--- config.mk ---
export PLATFORM = sky130hd
export DESIGN_NAME = onehot_decoder_seq_flat
export DESIGN_NICKNAME = d
export VERILOG_FILES = /design/src/rtl/onehot_decoder_seq_pkg.sv /design/src/rtl/onehot_decoder_seq_if.sv /design/src/rtl/onehot_decoder_seq_decoder.sv /design/src/rtl/onehot_decoder_seq.sv /design/src/flat_wrapper.sv
export SDC_FILE = /design/constraint.sdc
export NUM_CORES = 1
export LEC_CHECK = 0
export ABC_AREA = 1
export CAP_MARGIN = 20
export CORE_MARGIN = 1.5
export CORE_UTILIZATION = 46
export DETAILED_ROUTE_END_ITERATION = 16
export GPL_TIMING_DRIVEN = 0
export HOLD_SLACK_MARGIN = 0.03
export PLACE_DENSITY_LB_ADDON = 0.2
export RECOVER_POWER = 100
export SLEW_MARGIN = 20
export SYNTH_ARGS = -nofsm -noshare
export SYNTH_HDL_FRONTEND = slang
export SYNTH_SLANG_ARGS = --single-unit
--- constraint.sdc ---
create_clock -name clk -period 1.7 [get_ports clk]
set_input_delay 0.255 -clock clk [delete_from_list [all_inputs] [get_ports clk]]
set_output_delay 0.255 -clock clk [all_outputs]
set_load 0.005 [all_outputs]
--- src/rtl/onehot_decoder_seq_pkg.sv ---
// Shared types and constants for the sequenced one-hot decoder.
// Latency: n/a (declarations only).
// Backpressure: n/a.
package onehot_decoder_pkg;

   // Controller state; 2-bit encoding with one unused code.
   typedef enum logic [1:0] {
      ST_IDLE = 2'd0,
      ST_HOLD = 2'd1,
      ST_SCAN = 2'd2
   } state_t;

   // Scan direction values carried on dir.
   localparam logic DIR_UP = 1'b0;
   localparam logic DIR_DN = 1'b1;

endpackage

--- src/rtl/onehot_decoder_seq_if.sv ---
// Command/status bundle between control logic and the sequenced decoder.
// Latency: n/a (wires only).
// Backpressure: none; commands are sampled every clock edge.
// Ports: master drives clear/load/scan_start/step/dir/sel and observes
//        y/idx/valid/wrap; slave is the decoder side.
interface onehot_decoder_seq_if #(
   parameter int SEL_W = 4
);
   localparam int OUT_W = 2 ** SEL_W;

   logic             clear;
   logic             load;
   logic             scan_start;
   logic             step;
   logic             dir;
   logic [SEL_W-1:0] sel;
   logic [OUT_W-1:0] y;
   logic [SEL_W-1:0] idx;
   logic             valid;
   logic             wrap;

   modport master (
      output clear, load, scan_start, step, dir, sel,
      input  y, idx, valid, wrap
   );

   modport slave (
      input  clear, load, scan_start, step, dir, sel,
      output y, idx, valid, wrap
   );

endinterface

--- src/rtl/onehot_decoder_seq_decoder.sv ---
// Combinational SEL_W-to-2^SEL_W one-hot decoder with enable.
// Latency: 0 cycles (pure combinational).
// Backpressure: none.
// Ports: en gates all outputs low; a is the index; d has bit a set when en=1.
module decoder_n_to_2n #(
   parameter int SEL_W = 4
) (
   input  logic                  en,
   input  logic [SEL_W-1:0]      a,
   output logic [2**SEL_W-1:0]   d
);

   always_comb begin
      d = '0;
      if (en) begin
         d[a] = 1'b1;
      end
   end

endmodule

--- src/rtl/onehot_decoder_seq.sv ---
// Registered one-hot decoder with hold/clear FSM and auto-stepping scan.
// Latency: 1 cycle from command to y/idx/valid/wrap, all updated together.
// Backpressure: none; every command is accepted on the edge it is seen.
// Ports: clk rising edge; rst async active-high; bus carries commands
//        (clear > load > scan_start > step) and registered status outputs.
module onehot_decoder_seq
   import onehot_decoder_pkg::*;
#(
   parameter int SEL_W     = 4,
   parameter bit OUT_INV   = 1'b0,
   parameter int RESET_IDX = 0
) (
   input  logic                clk,
   input  logic                rst,
   onehot_decoder_seq_if.slave bus
);

   localparam int               OUT_W   = 2 ** SEL_W;
   localparam logic [SEL_W-1:0] IDX_RST = SEL_W'(RESET_IDX);
   localparam logic [SEL_W-1:0] IDX_MAX = SEL_W'(OUT_W - 1);
   localparam logic [SEL_W-1:0] IDX_ONE = SEL_W'(1);
   // XOR mask turning the active-high decode into the output polarity.
   localparam logic [OUT_W-1:0] Y_MASK  = {OUT_W{OUT_INV}};

   state_t           state_q, state_d;
   logic [SEL_W-1:0] idx_q, idx_d;
   logic             wrap_q, wrap_d;
   logic             valid_q, valid_d;
   logic [OUT_W-1:0] y_q, y_d;
   logic [OUT_W-1:0] dec_d;

   always_comb begin
      state_d = state_q;
      idx_d   = idx_q;
      wrap_d  = 1'b0;

      case (state_q)
         ST_IDLE, ST_HOLD, ST_SCAN: begin
            if (bus.clear) begin
               state_d = ST_IDLE;
            end else if (bus.load) begin
               idx_d   = bus.sel;
               state_d = ST_HOLD;
            end else if (bus.scan_start) begin
               // Reload never flags a wrap, even if sel crosses the boundary.
               idx_d   = bus.sel;
               state_d = ST_SCAN;
            end else if (bus.step && (state_q == ST_SCAN)) begin
               if (bus.dir == DIR_DN) begin
                  idx_d  = idx_q - IDX_ONE;
                  wrap_d = (idx_q == '0);
               end else begin
                  idx_d  = idx_q + IDX_ONE;
                  wrap_d = (idx_q == IDX_MAX);
               end
            end
         end
         default: begin
            // Unused encoding: fall back to a safe, deasserted state.
            state_d = ST_IDLE;
         end
      endcase
   end

   assign valid_d = (state_d != ST_IDLE);

   // Decode from next-state values so y lines up with idx/valid in the same cycle.
   decoder_n_to_2n #(
      .SEL_W (SEL_W)
   ) u_dec (
      .en (valid_d),
      .a  (idx_d),
      .d  (dec_d)
   );

   assign y_d = dec_d ^ Y_MASK;

   always_ff @(posedge clk or posedge rst) begin
      if (rst) begin
         state_q <= ST_IDLE;
         idx_q   <= IDX_RST;
         valid_q <= 1'b0;
         wrap_q  <= 1'b0;
         y_q     <= Y_MASK;
      end else begin
         state_q <= state_d;
         idx_q   <= idx_d;
         valid_q <= valid_d;
         wrap_q  <= wrap_d;
         y_q     <= y_d;
      end
   end

   assign bus.y     = y_q;
   assign bus.idx   = idx_q;
   assign bus.valid = valid_q;
   assign bus.wrap  = wrap_q;

endmodule

--- src/flat_wrapper.sv ---
// flat-port wrapper written by rule: the top's interface ports become plain ports
module onehot_decoder_seq_flat import onehot_decoder_pkg::*;
#(
   parameter int SEL_W     = 4,
   parameter bit OUT_INV   = 1'b0,
   parameter int RESET_IDX = 0
)
  (clk, rst, bus_clear, bus_load, bus_scan_start, bus_step, bus_dir, bus_sel, bus_y, bus_idx, bus_valid, bus_wrap);
  onehot_decoder_seq_if #(.SEL_W(SEL_W)) bus_i ();
  input  logic clk;
  input  logic rst;
  input wire logic [$bits(bus_i.clear)-1:0] bus_clear;
  input wire logic [$bits(bus_i.load)-1:0] bus_load;
  input wire logic [$bits(bus_i.scan_start)-1:0] bus_scan_start;
  input wire logic [$bits(bus_i.step)-1:0] bus_step;
  input wire logic [$bits(bus_i.dir)-1:0] bus_dir;
  input wire logic [$bits(bus_i.sel)-1:0] bus_sel;
  output wire logic [$bits(bus_i.y)-1:0] bus_y;
  output wire logic [$bits(bus_i.idx)-1:0] bus_idx;
  output wire logic [$bits(bus_i.valid)-1:0] bus_valid;
  output wire logic [$bits(bus_i.wrap)-1:0] bus_wrap;
  assign bus_i.clear = bus_clear;
  assign bus_i.load = bus_load;
  assign bus_i.scan_start = bus_scan_start;
  assign bus_i.step = bus_step;
  assign bus_i.dir = bus_dir;
  assign bus_i.sel = bus_sel;
  assign bus_y = bus_i.y;
  assign bus_idx = bus_i.idx;
  assign bus_valid = bus_i.valid;
  assign bus_wrap = bus_i.wrap;
  onehot_decoder_seq #(.SEL_W(SEL_W), .OUT_INV(OUT_INV), .RESET_IDX(RESET_IDX)) u_core (.clk(clk), .rst(rst), .bus(bus_i));
endmodule
; Word-level counts from Yosys, hierarchy flattened
; Cells that the tools add are included.
[word_totals]
regBits = 24
latch_bits = 0
ramBits = 0
rom_bits = 0
in_bits = 11
out_inout_bits = 22
wordCells = 37
n_memories = 0
[classes]
addsub = 2
mul = 0
div_mod_pow = 0
magnitude_cmp = 2
eq_ne = 3
shifts = 0
mux = 19
n_bitwise = 0
n_reduce_logical = 6
[ops]
columns = cell, count
row1 = $mux W4, 6
row2 = $mux W16, 1
row3 = $mux W2, 4
row4 = $mux W1, 7
row5 = $lt A4 B5 Y1 const B, 1
row6 = $add A4 B1 Y4 const B, 1
row7 = $demux W1 S4, 1
row8 = $eq A4 B4 Y1 const B, 1
row9 = $ge A4 B1 Y1 const B, 1
row10 = $logic_not A4 Y1, 1
row11 = $sub A4 B1 Y4 const B, 1
row12 = $reduce_or A3 Y1, 1
row13 = $eq A2 B1 Y1 const B, 1
row14 = $eq A2 B2 Y1 const B, 1
row15 = $logic_and A1 B1 Y1, 2
row16 = $logic_not A2 Y1, 1
row17 = $reduce_bool A2 Y1, 1

; Depth between registers and ports, before layout
[depth]
depth_word = 12
depth_mapped = 10

; Cells and area by module
; A second synthesis with hierarchy kept.
[hier_totals]
cells_unflattened = 122
hier_area_um2 = 1079.8
[by_module_without_submodules]
columns = module, instances, cells_per_inst, area_per_inst_um2, seq_area_each_um2
row1 = onehot_decoder_seq, 1, 90, 953.4, 600.6
row2 = decoder_n_to_2n, 1, 32, 126.4, 0.0

; Least setup slack after synthesis
; OpenSTA, ideal clock, no wires.
[synth_timing]
path_type = register to register
start = reg u_core.idx_q[2], in the netlist u_core.bus.idx[2]
end = reg u_core.y_q[3], in the netlist u_core.bus.y[3]
setup_time_ns = 0.117
arrival_time_ns = 1.444
slack_ns = 0.139
path_stages_with_launch = 9
path_cell_list = dfrtp_1 > ha_1 > or2_2 > nand3_1 > nand3_1 > nand2_2 > nand2_2 > nand2_2 > nor2_1
[synth_via]
elab_chain_len = 12
word_cells_on_any_way = 14
cone_classes = 2 x add/sub / 2 x order compare / 9 x mux / 1 x reduce/logical
[synth_lines]
columns = element, line_no
row1 = "start, declared", onehot_decoder_seq.sv:26  ; logic [SEL_W-1:0] idx_q, idx_d;
row2 = "start signal, assigned", onehot_decoder_seq.sv:87  ; idx_q <= idx_d;
row3 = $add A4 B1 Y4 / $sub A4 B1 Y4 (equally long branches), "onehot_decoder_seq.sv:53, onehot_decoder_seq.sv:50"
row4 = $mux W4, onehot_decoder_seq.sv:49  ; if (bus.dir == DIR_DN) begin
row5 = $mux W4, onehot_decoder_seq.sv:48  ; end else if (bus.step && (state_q == ST_SCAN)) begin
row6 = $mux W4, onehot_decoder_seq.sv:44  ; end else if (bus.scan_start) begin
row7 = $mux W4, onehot_decoder_seq.sv:41  ; end else if (bus.load) begin
row8 = $mux W4, onehot_decoder_seq.sv:39  ; if (bus.clear) begin
row9 = $mux W4 (*), onehot_decoder_seq.sv:37  ; case (state_q)
row10 = $lt A4 B5 Y1 (implied by the code) / $ge A4 B1 Y1 (equally long branches), onehot_decoder_seq_decoder.sv:16  ; d[a] = 1'b1;
row11 = $logic_and A1 B1 Y1 (implied by the code), onehot_decoder_seq_decoder.sv:16
row12 = $mux W1 (implied by the code), onehot_decoder_seq_decoder.sv:16
row13 = $demux W1 S4 (*), onehot_decoder_seq_decoder.sv:16
row14 = $mux W16 (*), onehot_decoder_seq_decoder.sv:15  ; if (en) begin
row15 = via u_core.dec_d[3], onehot_decoder_seq.sv:30  ; logic [OUT_W-1:0] dec_d;
row16 = "end signal, assigned", onehot_decoder_seq.sv:90  ; y_q <= y_d;
row17 = "end, declared", onehot_decoder_seq.sv:29  ; logic [OUT_W-1:0] y_q, y_d;
; The timed path passes the listed nets; every way through them passes the cells marked *.

; Final worst setup path
[layout_timing]
start = reg u_core.idx_q[0], in the netlist u_core.bus.idx[0]
end = reg u_core.y_q[11], in the netlist u_core.bus.y[11]
[layout_via]
elab_chain_len = 12
word_cells_on_any_way = 14
cone_classes = 2 x add/sub / 2 x order compare / 9 x mux / 1 x reduce/logical
[layout_lines]
columns = element, line_no
row1 = $add A4 B1 Y4 / $sub A4 B1 Y4 (equally long branches), "onehot_decoder_seq.sv:53, onehot_decoder_seq.sv:50"
row2 = $mux W4 (*), onehot_decoder_seq.sv:49
row3 = $mux W4 (*), onehot_decoder_seq.sv:48
row4 = $mux W4 (*), onehot_decoder_seq.sv:44
row5 = $mux W4 (*), onehot_decoder_seq.sv:41
row6 = $mux W4 (*), onehot_decoder_seq.sv:39
row7 = $mux W4 (*), onehot_decoder_seq.sv:37
row8 = via u_core.idx_d[1], onehot_decoder_seq.sv:26
row9 = $lt A4 B5 Y1 (implied by the code) / $ge A4 B1 Y1 (equally long branches), onehot_decoder_seq_decoder.sv:16
row10 = $logic_and A1 B1 Y1 (implied by the code), onehot_decoder_seq_decoder.sv:16
row11 = $mux W1 (implied by the code), onehot_decoder_seq_decoder.sv:16
row12 = $demux W1 S4 (*), onehot_decoder_seq_decoder.sv:16
row13 = $mux W16 (*), onehot_decoder_seq_decoder.sv:15
row14 = via u_core.dec_d[11], onehot_decoder_seq.sv:30
; Marked as above.

==> flow_summary.json <==
{
  "coreArea_um2": 2430,
  "fin_area_um2": 1700,
  "slew_headroom_pct": 44.9,
  "dieArea_um2": 2850,
  "critical_path.endpoint": "u_core.bus.y[11]",
  "path_depth": 7,
  "firstDrtPassIters": 4,
  "critPathLaunch": "u_core.bus.idx[0]",
  "leakage_nw": 0.810,
  "fmax_mhz": 583,
  "clock_sinks": 24,
  "finClkSkew_ns": 0.00302,
  "syn-instance-count": 124,
  "root_buffer": "clkbuf_4",
  "rsz0062_at_grt": "yes",
  "die_width_um": 53.4,
  "grt_pass1_wl_mm": 3.74,
  "r2r_start": "u_core.bus.idx[0]",
  "post-route-period-util_pct": 101,
  "cts_tree": "done",
  "drive_gt1_share_pct": 30.9,
  "tightest_slew_ns": 0.826,
  "p_per_area_nw_per_um2": 779,
  "area_delta_synth_final_pct": 45.8,
  "port_buffers": 32,
  "fin_crit_ns": 1.71,
  "final_core_util_pct": 69.9,
  "setup_ws_ns": -0.0139,
  "clock_path_buffers": 2,
  "cts_hold_buffers": 0,
  "start_util_pct": 47.9,
  "vias": 983,
  "hold_class": "in -> async",
  "syn_area_um2": 1170,
  "nets": 180,
  "critical_path_arrival_ns": 1.97,
  "cp_max_fo": 4,
  "reg2reg_setup_slack_ns": -0.01,
  "drc": 0,
  "postRouteAntennaNets": 0,
  "syn-num-nets": 138,
  "post-dp-hpwl_mm": 1.76,
  "path_cells": "fa_2 > inv_2 > nand3_2 > nand2_2 > nor2_4 > nand3_4 > nor2_2",
  "r2r-end": "u_core.bus.y[11]",
  "cap_violations": 0,
  "timing.critical_path.to_type": "flip-flop",
  "yosysSeqAreaShare_pct": 51.5,
  "postPlaceCellArea_um2": 1520,
  "ir_drop_v": 0.000565,
  "row_count": 18,
  "slowest_delay_ns": 0.58,
  "path_delay_family": "adder cells",
  "grt.total_usage_pct": 18.4,
  "setup_viol": 2,
  "yosys_warnings": 0,
  "routed_wirelength_mm": 2.58,
  "synth_seq_cells": 24,
  "top_level_ports": 33,
  "gr-total-overflow": 0,
  "drtIter0Drc": 25,
  "layout_commonest_cell": "clkdlybuf4s50_1",
  "cp_num_buf_inv": 1,
  "ff2ff_path_depth": 7,
  "routabilityCongestion": 0.872,
  "antenna_found_initial": 0,
  "via_per_inst": 5.04,
  "hold_viol_final": 0,
  "insertion_delay_ns": 0.31,
  "cp-start-kind": "flip-flop",
  "numCtsBuffers": 3,
  "first_global_vias": 848,
  "grt_max_degree": 25,
  "outcome": "complete, but fails checks",
  "crit_type": "reg -> reg",
  "failed_checks": "negative setup slack",
  "fp.dieH_um": 53.4,
  "fillCellCount": 179,
  "crit_slowest_cell": "fa_2",
  "slew_viol_final": 0,
  "clk_pin_slew_ns": 0.13,
  "cts_max_level": 1,
  "synth_cell_types": 21,
  "layout_common_cells": "clkdlybuf4s50_1, dfrtp_1, nand2_1",
  "required_ns": 1.95,
  "diodes": 0,
  "avgSynthCellArea_um2": 9.40,
  "post_drt_wl_per_cell_um": 13.2
}
-- synth_stat cells, drive strengths merged --
master	instances	area (µm²)
a21oi	1	5.00
dfrtp	24	601
fa	1	20.0
ha	2	25.0
inv	18	70.1
nand2	27	116
nand3	17	130
nand4	1	6.26
nor2	27	148
o21ai	2	13.8
o21bai	1	7.51
o32ai	1	8.76
or2	1	6.26
xnor2	1	8.76
-- what timing repair did --
| item | CTS | global route |
|---|---|---|
| gates resized for setup | 2 | 25 |
| setup buffers | 2 | 3 |
| setup endpoints to repair | 15 | 16 |
| pin swaps | 0 | 12 |
-- power by group --
group | switching, mW | internal [mW] | total (mW)
logic | 0.222 | 0.177 | 0.398
clock network | 0.167 | 0.131 | 0.298
registers | 0.0249 | 0.603 | 0.628
-- cell type report --
| cell class | count | area, µm² | share of cell area, % |
|---|---|---|---|
| Timing Repair Buffer | 37 | 357 | 21.0 |
| Inverter | 18 | 70.1 | 4.12 |
| Multi-Input combinational cell | 82 | 597 | 35.1 |
| Tap cell | 30 | 37.5 | 2.21 |
| Sequential cell | 24 | 603 | 35.5 |
| Clock buffer | 4 | 36.3 | 2.13 |
-- registers in the layout, indices dropped and copies added (netlist names) --
name              cells
u_core.bus.y         16
u_core.bus.valid      1
u_core.state_q        2
u_core.bus.wrap       1
u_core.bus.idx        4
-- worst register-to-register path, cell delays in order, from the launching register on --
cell and delay [ns]:
dfrtp_2 0.46, fa_2 0.58, inv_2 0.03, nand3_2 0.07, nand2_2 0.06, nor2_4 0.17, nand3_4 0.13, nor2_2 0.14
-- logic make-up after synthesis --
logic type,after synthesis,share of synthesized area (%)
buffers and inverters,18,6.01
xor gates and xnor gates,1,0.751
adders and majority gates,3,3.86
and+or+nand+nor,73,34.9
AOI/OAI and AO/OA,5,3.00
DFF,24,51.5
-- routing by layer --
layer	share of wire, %	wire [µm]	vias to the layer above	GRT usage (%)
li1	-	-	476	-
met1	42	1090	472	25.1
met2	51	1310	29	28.8
met3	5.0	129	6	3.67
met4	2.1	55	0	6.41
met5	0	0	-	0
-- through the flow --
step                worst slack (ns)  std cells  hold slack, ns  TNS, ns  power, mW
floorplan                      0.139        124           0.270        0      0.820
global placement              -0.345        186           0.625    -5.26      0.938
detailed placement            -0.372        186           0.632    -5.80      0.946
CTS                          0.00494        192           0.432        0       1.24
global route                 -0.0722        195           0.530   -0.769       1.39
finish                       -0.0139        195           0.533  -0.0270       1.32
-- worst min path at each step --
stage,depth (start not counted),from,end,slack (ns)
global placement,3,u_core.state_q[0],u_core.state_q[0],0.63
detailed placement,2,u_core.bus.idx[2],u_core.bus.wrap,0.63
finish,2,rst,u_core.state_q[0],0.53
global route,3,bus_dir,u_core.bus.wrap,0.53
CTS,2,rst,u_core.state_q[0],0.43
floorplan,1,rst,u_core.bus.idx[0],0.27
Note: power is estimated with default switching activity, not from simulation.
